$ cat src/rtl/uart_bus_bridge.sv
// -----------------------------------------------------------------------------
// uart_bus_bridge
//
// Host-side UART debug/loader initiator. Receives 8N1 command frames on RXD,
// performs one 32-bit read or write on the system bus as bus master, and sends
// the result back on TXD. All logic runs on CLK; RES is synchronous active-high.
//
// Command protocol (bytes on RXD):
//   'W' A3 A2 A1 A0 D3 D2 D1 D0 -> bus write, reply 0x06
//   'R' A3 A2 A1 A0             -> bus read,  reply 4 data bytes MSB first
//   '?'                         -> reply 0x42
//   anything else               -> reply 0x15
//
// Ports:
//   CLK    in   1   clock
//   RES    in   1   synchronous active-high reset
//   RXD    in   1   serial input, asynchronous to CLK
//   TXD    out  1   serial output, idle high
//   RD     out  1   bus read strobe
//   WR     out  1   bus write strobe
//   BE     out  4   byte enables, 4'hF while a strobe is active, else 0
//   ADDR   out 32   bus address
//   DATAO  out 32   bus write data
//   DATAI  in  32   bus read data
//   HLT    in   1   bus wait: 1 extends the current access
//   BUSY   out  1   1 while a command is in progress
//
// Parameters:
//   BAUD     bit period minus one, in CLK cycles
//   TIMEOUT  inter-byte idle limit (CLK cycles) while collecting a command
// -----------------------------------------------------------------------------
module uart_bus_bridge #(
  parameter logic [15:0] BAUD    = 16'd867,
  parameter logic [23:0] TIMEOUT = 24'd1000000
) (
  input  logic        CLK,
  input  logic        RES,
  input  logic        RXD,
  output logic        TXD,
  output logic        RD,
  output logic        WR,
  output logic [3:0]  BE,
  output logic [31:0] ADDR,
  output logic [31:0] DATAO,
  input  logic [31:0] DATAI,
  input  logic        HLT,
  output logic        BUSY
);

  typedef enum logic [1:0] {RX_IDLE, RX_START, RX_DATA, RX_STOP} rx_state_e;

  typedef enum logic [3:0] {
    S_CMD, S_A3, S_A2, S_A1, S_A0, S_D3, S_D2, S_D1, S_D0, S_BUS, S_TX
  } cmd_state_e;

  localparam logic [7:0] CH_W    = 8'h57;
  localparam logic [7:0] CH_R    = 8'h52;
  localparam logic [7:0] CH_Q    = 8'h3F;
  localparam logic [7:0] RSP_ID  = 8'h42;
  localparam logic [7:0] RSP_NAK = 8'h15;
  localparam logic [7:0] RSP_ACK = 8'h06;

  // Mid-bit offset from the detected start edge; the counter reaches zero on
  // the (BAUD+1)/2-th cycle, so it is loaded with one less.
  localparam logic [16:0] HALF_BIT = ({1'b0, BAUD} + 17'd1) >> 1;
  localparam logic [15:0] HALF_M1  = (HALF_BIT == 17'd0) ? 16'd0 : 16'(HALF_BIT - 17'd1);
  localparam logic [23:0] TO_LAST  = (TIMEOUT == 24'd0) ? 24'd0 : TIMEOUT - 24'd1;

  // ---------------------------------------------------------------------------
  // State
  // ---------------------------------------------------------------------------
  logic [2:0]  rx_sync_q,  rx_sync_d;
  logic        rx_last_q,  rx_last_d;
  rx_state_e   rx_state_q, rx_state_d;
  logic [15:0] rx_cnt_q,   rx_cnt_d;
  logic [2:0]  rx_bit_q,   rx_bit_d;
  logic [7:0]  rx_shift_q, rx_shift_d;

  cmd_state_e  state_q,    state_d;
  logic        is_write_q, is_write_d;
  logic [31:0] addr_q,     addr_d;
  logic [31:0] datao_q,    datao_d;
  logic [23:0] to_cnt_q,   to_cnt_d;

  logic        txd_q,      txd_d;
  logic [15:0] tx_cnt_q,   tx_cnt_d;
  logic [3:0]  tx_bit_q,   tx_bit_d;
  logic [8:0]  tx_frame_q, tx_frame_d;   // remaining data bits plus stop bit
  logic [1:0]  tx_left_q,  tx_left_d;    // reply bytes still queued after this one
  logic [23:0] reply_q,    reply_d;      // queued reply bytes, next one in [23:16]

  logic        rx_s;
  logic        rx_fall;
  logic        rx_byte_stb;
  logic        rx_frame_err;
  logic        in_hdr;
  logic        tx_enter;
  logic        tx_done;
  logic [7:0]  tx_first;

  assign rx_s    = rx_sync_q[2];
  assign rx_fall = rx_last_q & ~rx_s;
  assign in_hdr  = (state_q == S_A3) || (state_q == S_A2) || (state_q == S_A1) ||
                   (state_q == S_A0) || (state_q == S_D3) || (state_q == S_D2) ||
                   (state_q == S_D1) || (state_q == S_D0);

  // ---------------------------------------------------------------------------
  // RX: synchroniser, start detection, mid-bit sampling
  // ---------------------------------------------------------------------------
  always_comb begin
    // NOTE: every signal driven here gets a default first, so no path can
    // leave it unassigned and infer a latch.
    rx_sync_d    = {rx_sync_q[1:0], RXD};
    rx_last_d    = rx_s;
    rx_state_d   = rx_state_q;
    rx_cnt_d     = rx_cnt_q;
    rx_bit_d     = rx_bit_q;
    rx_shift_d   = rx_shift_q;
    rx_byte_stb  = 1'b0;
    rx_frame_err = 1'b0;

    case (rx_state_q)
      RX_IDLE: begin
        if (rx_fall) begin
          rx_state_d = RX_START;
          rx_cnt_d   = HALF_M1;
        end
      end
      RX_START: begin
        if (rx_cnt_q != 16'd0) begin
          rx_cnt_d = rx_cnt_q - 16'd1;
        end else if (rx_s) begin
          rx_state_d = RX_IDLE;            // glitch, not a real start bit
        end else begin
          rx_state_d = RX_DATA;
          rx_cnt_d   = BAUD;
          rx_bit_d   = 3'd0;
        end
      end
      RX_DATA: begin
        if (rx_cnt_q != 16'd0) begin
          rx_cnt_d = rx_cnt_q - 16'd1;
        end else begin
          rx_shift_d = {rx_s, rx_shift_q[7:1]};   // LSB arrives first
          rx_cnt_d   = BAUD;
          if (rx_bit_q == 3'd7) rx_state_d = RX_STOP;
          else                  rx_bit_d   = rx_bit_q + 3'd1;
        end
      end
      RX_STOP: begin
        if (rx_cnt_q != 16'd0) begin
          rx_cnt_d = rx_cnt_q - 16'd1;
        end else begin
          rx_state_d = RX_IDLE;
          if (rx_s) rx_byte_stb  = 1'b1;
          else      rx_frame_err = 1'b1;
        end
      end
      default: rx_state_d = RX_IDLE;
    endcase
  end

  // ---------------------------------------------------------------------------
  // Command FSM: next state
  // ---------------------------------------------------------------------------
  always_comb begin
    state_d = state_q;
    case (state_q)
      S_CMD: begin
        if (rx_byte_stb)
          state_d = (rx_shift_q == CH_W || rx_shift_q == CH_R) ? S_A3 : S_TX;
      end
      S_A3, S_A2, S_A1, S_A0, S_D3, S_D2, S_D1, S_D0: begin
        if (rx_frame_err) begin
          state_d = S_CMD;
        end else if (rx_byte_stb) begin
          case (state_q)
            S_A3:    state_d = S_A2;
            S_A2:    state_d = S_A1;
            S_A1:    state_d = S_A0;
            S_A0:    state_d = is_write_q ? S_D3 : S_BUS;
            S_D3:    state_d = S_D2;
            S_D2:    state_d = S_D1;
            S_D1:    state_d = S_D0;
            default: state_d = S_BUS;
          endcase
        end else if (to_cnt_q == TO_LAST) begin
          state_d = S_CMD;                 // stale partial command dropped
        end
      end
      S_BUS:   if (!HLT)   state_d = S_TX;
      S_TX:    if (tx_done) state_d = S_CMD;
      default: state_d = S_CMD;
    endcase
  end

  // ---------------------------------------------------------------------------
  // Command FSM: outputs decoded from the state register
  // ---------------------------------------------------------------------------
  always_comb begin
    RD   = (state_q == S_BUS) && !is_write_q;
    WR   = (state_q == S_BUS) &&  is_write_q;
    BE   = (state_q == S_BUS) ? 4'hF : 4'h0;
    BUSY = (state_q != S_CMD);
  end

  assign ADDR  = addr_q;
  assign DATAO = datao_q;
  assign TXD   = txd_q;

  // ---------------------------------------------------------------------------
  // Command datapath: opcode, address, write data, inter-byte timeout
  // ---------------------------------------------------------------------------
  always_comb begin
    is_write_d = is_write_q;
    addr_d     = addr_q;
    datao_d    = datao_q;
    to_cnt_d   = 24'd0;

    if (rx_byte_stb) begin
      case (state_q)
        S_CMD:   is_write_d = (rx_shift_q == CH_W);
        S_A3:    addr_d[31:24]  = rx_shift_q;
        S_A2:    addr_d[23:16]  = rx_shift_q;
        S_A1:    addr_d[15:8]   = rx_shift_q;
        S_A0:    addr_d[7:0]    = rx_shift_q;
        S_D3:    datao_d[31:24] = rx_shift_q;
        S_D2:    datao_d[23:16] = rx_shift_q;
        S_D1:    datao_d[15:8]  = rx_shift_q;
        S_D0:    datao_d[7:0]   = rx_shift_q;
        default: ;
      endcase
    end

    if (in_hdr && !rx_byte_stb) to_cnt_d = to_cnt_q + 24'd1;
  end

  // ---------------------------------------------------------------------------
  // TX: reply serialiser, bytes back-to-back
  // ---------------------------------------------------------------------------
  assign tx_enter = (state_d == S_TX) && (state_q != S_TX);
  assign tx_done  = (state_q == S_TX) && (tx_cnt_q == 16'd0) &&
                    (tx_bit_q == 4'd9) && (tx_left_q == 2'd0);

  always_comb begin
    txd_d      = txd_q;
    tx_cnt_d   = tx_cnt_q;
    tx_bit_d   = tx_bit_q;
    tx_frame_d = tx_frame_q;
    tx_left_d  = tx_left_q;
    reply_d    = reply_q;

    // The read reply takes DATAI on the completing edge itself.
    if (state_q == S_BUS) tx_first = is_write_q ? RSP_ACK : DATAI[31:24];
    else                  tx_first = (rx_shift_q == CH_Q) ? RSP_ID : RSP_NAK;

    if (tx_enter) begin
      txd_d      = 1'b0;
      tx_frame_d = {1'b1, tx_first};
      tx_bit_d   = 4'd0;
      tx_cnt_d   = BAUD;
      tx_left_d  = (state_q == S_BUS && !is_write_q) ? 2'd3 : 2'd0;
      reply_d    = DATAI[23:0];
    end else if (state_q == S_TX) begin
      // tx_bit_q names the bit on the line: 0 start, 1..8 data, 9 stop.
      if (tx_cnt_q != 16'd0) begin
        tx_cnt_d = tx_cnt_q - 16'd1;
      end else if (tx_bit_q != 4'd9) begin
        txd_d      = tx_frame_q[0];
        tx_frame_d = {1'b1, tx_frame_q[8:1]};
        tx_bit_d   = tx_bit_q + 4'd1;
        tx_cnt_d   = BAUD;
      end else if (tx_left_q != 2'd0) begin
        txd_d      = 1'b0;
        tx_frame_d = {1'b1, reply_q[23:16]};
        reply_d    = {reply_q[15:0], 8'h00};
        tx_left_d  = tx_left_q - 2'd1;
        tx_bit_d   = 4'd0;
        tx_cnt_d   = BAUD;
      end
    end else begin
      txd_d = 1'b1;
    end
  end

  // ---------------------------------------------------------------------------
  // Registers
  // ---------------------------------------------------------------------------
  always_ff @(posedge CLK) begin
    // NOTE: state is updated with non-blocking assignments only, so every
    // flop samples the values from before this edge regardless of order.
    if (RES) begin
      // The synchroniser resets to the idle line level so that leaving reset
      // never looks like a start edge.
      rx_sync_q  <= 3'b111;
      rx_last_q  <= 1'b1;
      rx_state_q <= RX_IDLE;
      rx_cnt_q   <= 16'd0;
      rx_bit_q   <= 3'd0;
      rx_shift_q <= 8'd0;
      state_q    <= S_CMD;
      is_write_q <= 1'b0;
      addr_q     <= 32'd0;
      datao_q    <= 32'd0;
      to_cnt_q   <= 24'd0;
      txd_q      <= 1'b1;
      tx_cnt_q   <= 16'd0;
      tx_bit_q   <= 4'd0;
      tx_frame_q <= 9'h1FF;
      tx_left_q  <= 2'd0;
      reply_q    <= 24'd0;
    end else begin
      rx_sync_q  <= rx_sync_d;
      rx_last_q  <= rx_last_d;
      rx_state_q <= rx_state_d;
      rx_cnt_q   <= rx_cnt_d;
      rx_bit_q   <= rx_bit_d;
      rx_shift_q <= rx_shift_d;
      state_q    <= state_d;
      is_write_q <= is_write_d;
      addr_q     <= addr_d;
      datao_q    <= datao_d;
      to_cnt_q   <= to_cnt_d;
      txd_q      <= txd_d;
      tx_cnt_q   <= tx_cnt_d;
      tx_bit_q   <= tx_bit_d;
      tx_frame_q <= tx_frame_d;
      tx_left_q  <= tx_left_d;
      reply_q    <= reply_d;
    end
  end

endmodule

$ cat config.mk
export PLATFORM = sky130hd
export DESIGN_NAME = uart_bus_bridge
export DESIGN_NICKNAME = d
export VERILOG_FILES = /design/src/rtl/uart_bus_bridge.sv
export SDC_FILE = /design/constraint.sdc
export NUM_CORES = 1
export LEC_CHECK = 0
export ABC_AREA = 1
export CAP_MARGIN = 20
export CELL_PAD_IN_SITES_DETAIL_PLACEMENT = 1
export CELL_PAD_IN_SITES_GLOBAL_PLACEMENT = 1
export CORE_MARGIN = 5
export CORE_UTILIZATION = 44
export CTS_BUF_LIST = sky130_fd_sc_hd__clkbuf_4
export DETAILED_ROUTE_END_ITERATION = 16
export GPL_ROUTABILITY_DRIVEN = 0
export GPL_TIMING_DRIVEN = 0
export PLACE_DENSITY = 0.9
export SLEW_MARGIN = 20
export SYNTH_ARGS = -nofsm -noshare
export SYNTH_HDL_FRONTEND = slang
export SYNTH_SLANG_ARGS = --single-unit
$ cat constraint.sdc
create_clock -name CLK -period 3.4 [get_ports CLK]
set_clock_uncertainty 0.05 [all_clocks]
set_input_delay 0.51 -clock CLK [delete_from_list [all_inputs] [get_ports CLK]]
set_output_delay 0.51 -clock CLK [all_outputs]
set_load 0.05 [all_outputs]
# [Word-level counts from Yosys, hierarchy flattened]
# Index checks and enable logic that the tools add are counted.
[word_totals] register_bits=182 in_bits=36 out_inout_bits=72 elab_cells=191
[classes] addsub=6 eq_ne=35 mux=66 bitwise=5 reduce_logical=54
[ops] cell="$mux W16" count=8
[ops] cell="$mux W24" count=5
[ops] cell="$pmux W16 S4" count=1
[ops] cell="$mux W4" count=11
[ops] cell="$mux W8" count=5
[ops] cell="$reduce_bool A16 Y1" count=2
[ops] cell="$sub A16 B1 Y16 const B" count=2
[ops] cell="$pmux W4 S7" count=1
[ops] cell="$reduce_and A2 Y1" count=13
[ops] cell="$add A24 B1 Y24 const B" count=1
[ops] cell="$eq A24 B20 Y1 const B" count=1
[ops] cell="$mux W2" count=12
[ops] cell="$eq A4 B4 Y1 const B" count=5
[ops] cell="$mux W10" count=2
[ops] cell="$ne A2 B2 Y1 const B" count=10
[ops] cell="$mux W9" count=2
[ops] cell="$eq A4 B3 Y1 const B" count=4
[ops] cell="$eq A8 B7 Y1 const B" count=2
[ops] cell="$logic_not A16 Y1" count=1
[ops] cell="$pmux W4 S4" count=1
[ops] cell="$mux W3" count=4
[ops] cell="$mux W1" count=11
[ops] cell="$reduce_and A5 Y1" count=2
[ops] cell="$reduce_bool A2 Y1" count=5
[ops] cell="other kinds (28)" count=55

# [Logic depth before layout (Yosys ltp)]
[logic_depth] ltp_word=11 depth_mapped=18 mapped_depth_nobuf=17

# [Least setup slack after synthesis]
# Ideal clock, no wire load.
[synth_timing] path_kind="register to output" start="register state_q[0]" end="output port RD" t_arrival_ns=2.203 required_ns=2.840 path_slack_ns=0.637 path_stages_with_launch=7 n_path_buf=0 path_cell_list="dfxtp_1 inv_1 nor2_1 inv_2 nor2_2 inv_2 nor2_1"
[synth_between] elab_chain_len=2
[synth_lines] item="from (decl)" line_no="79" rtl="cmd_state_e state_q, state_d;"
[synth_lines] item="from (signal assigned)" line_no="319" rtl="state_q <= state_d;"
[synth_lines] item="$eq A4 B4 Y1" line_no="201" rtl="RD = (state_q == S_BUS) && !is_write_q;"
[synth_lines] item="$logic_and A1 B1 Y1" line_no="201"
[synth_lines] item="to (decl)" line_no="40" rtl="output logic RD,"
# No other way between the ends.

# [Worst setup path in the final report]
[layout_timing] start="register state_q[0]" end="output port BE[0]"
[layout_between] elab_chain_len=2
[layout_lines] item="$eq A4 B4 Y1" line_no="203" rtl="BE = (state_q == S_BUS) ? 4'hF : 4'h0;"
[layout_lines] item="$mux W4" line_no="203"
[layout_lines] item="to (decl)" line_no="42" rtl="output logic [3:0] BE,"
# No other way between the ends.

==> flow_metrics.py <==
metrics = {
    "cts": {
        "clock_tree.htree_level_count": 4,
        "cts_root_buffer": "clkbuf_4",
        "postCtsHoldBufs": 0,
        "post_cts_buffers": 0,
        "number_of_sinks_on_the_clock_net": 181,
        "cts_tree": "done",
        "clk_latency_ns": 0.60,
        "clk_pin_slew_ns": 0.19,
        "cts_made_buffers": 17,
        "cts_max_path_buffers": 2,
        "cts_repair_resize_count": 4,
    },
    "drt": {
        "totalWireLength_mm": 25.2,
        "final_routed_wire_length_divided_by_cell_count_um": 16.3,
        "postRouteAntennaNets": 0,
        "detailroute.via_count": 8187,
        "drtIter0Drc": 406,
        "drtPass1Iterations": 5,
        "via_per_inst": 5.30,
        "drc_viols": 0,
    },
    "placed_design": {
        "dp_slack_ns": 0.264,
        "dp.final_hpwl_mm": 18.5,
        "number_of_port_buffers": 106,
    },
    "sta": {
        "fmax_mhz": 311,
        "count_of_endpoints_failing_setup_in_the_final_report": 0,
        "hold_violations": 0,
        "layout_setup_ws_ns": 0.189,
        "grt_setup_unrepaired": "false",
        "final.setup.tns_ns": 0,
        "relSlewSlack_pct": 32.0,
        "fin_worst_hold_slack_ns": 0.394,
        "period_share_pct": 94.4,
        "worst-slew-pin-transition_ns": 1.01,
        "fin_crit_ns": 3.21,
        "final-max-slew-violation-count": 0,
    },
    "logic_synthesis": {
        "synth.cell_area_um2": 8270,
        "synth_most_common_cell": "nand2_1",
        "postSynthCellCount": 1172,
        "synth_top_flop_cell": "dfxtp_1",
        "netlist-cell-type-count": 42,
        "post-synth-top-area-cell": "dfxtp_1",
        "synth_largest_type_area_fraction_pct": 43.8,
        "synth-edff-count": 0,
        "yosysSeqAreaShare_pct": 43.8,
        "syn_avg_cell_area_um2": 7.05,
        "ys_warn_count": 0,
        "post_synth_main_area_contributors": "dfxtp_1, nand2_1, nor2_1, a21oi_1, inv_1",
        "synth_async_sr_flop_share_pct": 0,
        "synth.top_cells.by_count": "nand2_1, nor2_1, dfxtp_1",
        "yosys_register_bits": 181,
        "synthesis.nets": 1220,
    },
    "critical_path": {
        "timing_worst_setup_path_type": "reg2out",
        "worstSetupStartpointType": "flip-flop",
        "worst-endpoint-required_ns": 2.84,
        "worstPathArrival_ns": 2.65,
        "setup.worst_path.end_class": "output pin",
        "crit_fanout": 9,
    },
    "die": {
        "initial_core_util_pct": 44.5,
        "die_width_um": 147,
        "std_cell_rows": 50,
        "design.die.area_um2": 21600,
        "io-pin-count": 108,
        "design.core.area_um2": 18600,
        "die_h_um": 147,
    },
    "global_route": {
        "globalRouteOverflowTotal": 0,
        "via_count_of_the_first_global_routing_pass": 8661,
        "wire_length_of_the_first_global_routing_pass_mm": 42.3,
        "grt_use_total_pct": 23.6,
        "grt_antenna_before_repair": 1,
        "maximum_number_of_pins_on_one_net_before_global_route_repair": 22,
    },
    "power": {
        "total_design_power_uw": 4520,
        "worst_ir_drop_vdd_mv": 0.270,
        "p_per_area_nw_per_um2": 453,
        "power_leakage_uw": 0.00410,
    },
    "cells_and_area": {
        "design.final.nets": 1345,
        "synth_to_layout_area_growth_pct": 20.7,
        "post_route_cells_drive_above_1_share_pct": 6.95,
        "multi_input_comb_area_um2": 3960,
        "layout.core_utilization_pct": 53.7,
        "area.sequential_um2": 3620,
        "layout.filler_cells": 2415,
    },
    "job": {
        "maxCapViolations": 0,
    },
    "run_status": {
        "run_status": "finished, final reports clean",
    },
    "worst_hold_path": {
        "min_path_type": "in2reg",
    },
}
worst max-delay path, stage by stage, from the launching register on:
cell and delay (ns):
dfxtp_1 0.52, inv_1 0.07, nor2_1 0.12, inv_2 0.07
nor2_2 0.39, clkdlybuf4s50_1 0.90
final timing paths:
| path | endpoint | slack (ns) | depth (start not counted) | startpoint |
|---|---|---|---|---|
| setup / recovery | BE[0] | 0.19 | 5 | state_q[0] |
| hold / removal | reply_q[7] | 0.39 | 3 | DATAI[7] |
| setup reg to reg | reply_q[17] | 0.48 | 16 | rx_cnt_q[0] |
| hold reg to reg | rx_sync_q[1] | 0.40 | 1 | rx_sync_q[0] |
final cells by class:
cell class	instances	area share (%)
multi-input combinational	818	39.6
sequential	181	36.3
timing repair buffer	106	10.7
inverter	131	4.93
tap	234	2.93
clock inverter	15	2.21
buffer	42	2.01
clock buffer	17	1.28
antenna	1	0.0251
power by group:
| group | switching (uW) | internal, uW | total [uW] |
|---|---|---|---|
| combinational | 605 | 297 | 901 |
| sequential | 71.1 | 2180 | 2250 |
| clock | 927 | 438 | 1360 |
| total | 1600 | 2920 | 4520 |
flip-flops by register name, indices dropped and copies added (netlist names), named ones only:
register    count
ADDR           32
DATAO          32
TXD             1
is_write_q      1
reply_q        24
rx_bit_q        3
rx_cnt_q       16
rx_last_q       1
rx_shift_q      8
rx_state_q      1
rx_sync_q       3
state_q         4
to_cnt_q       24
tx_bit_q        4
tx_cnt_q       16
tx_frame_q      8
tx_left_q       2
cells by family (layout without fill, tap and decap cells):
group                    after synthesis  in the layout  share of synthesized area [%]
adder cells (fa/ha/maj)               12             12                           1.82
AND/OR/NAND/NOR                      567            567                           29.1
XOR/XNOR                              15             15                           1.59
flip-flops                           181            181                           43.8
buffers and inverters                173            311                           8.37
AO/OA/AOI/OAI                        224            224                           15.3
other                                  0              1                              0
per-layer routing:
layer / up-vias / track usage, % / wire length [um]
met5: - / 0 / 0
met1: 3971 / 29.1 / 11200
met4: 0 / 6.20 / 340
li1: 4045 / - / -
met3: 25 / 6.38 / 1320
met2: 146 / 41.0 / 12400
placed cells by master (no fill, tap or decap), types with 6 or more instances in the layout:
| cell type | count |
|---|---|
| nor4_1 | 7 |
| clkinv_1 | 9 |
| o21ai_0 | 77 |
| nand4_1 | 6 |
| nor2_2 | 8 |
| buf_2 | 10 |
| inv_1 | 113 |
| clkbuf_4 | 17 |
| nor3_1 | 28 |
| ha_1 | 12 |
| clkbuf_1 | 25 |
| a21oi_1 | 89 |
| nor2_1 | 186 |
| xor2_1 | 10 |
| or2_2 | 7 |
| inv_2 | 9 |
| dfxtp_1 | 181 |
| clkinv_8 | 6 |
| nand3_1 | 44 |
| buf_4 | 6 |
| a211oi_1 | 41 |
| clkdlybuf4s50_1 | 101 |
| nand2_1 | 260 |
per-stage QoR:
step,std cells,cell area [um^2]
final,1545,9980
after global routing,1545,9980
after CTS,1544,9970
after detailed placement,1512,9620
after global placement,1512,9620
after floorplan,1172,8270
(Power assumes the default switching activity.)
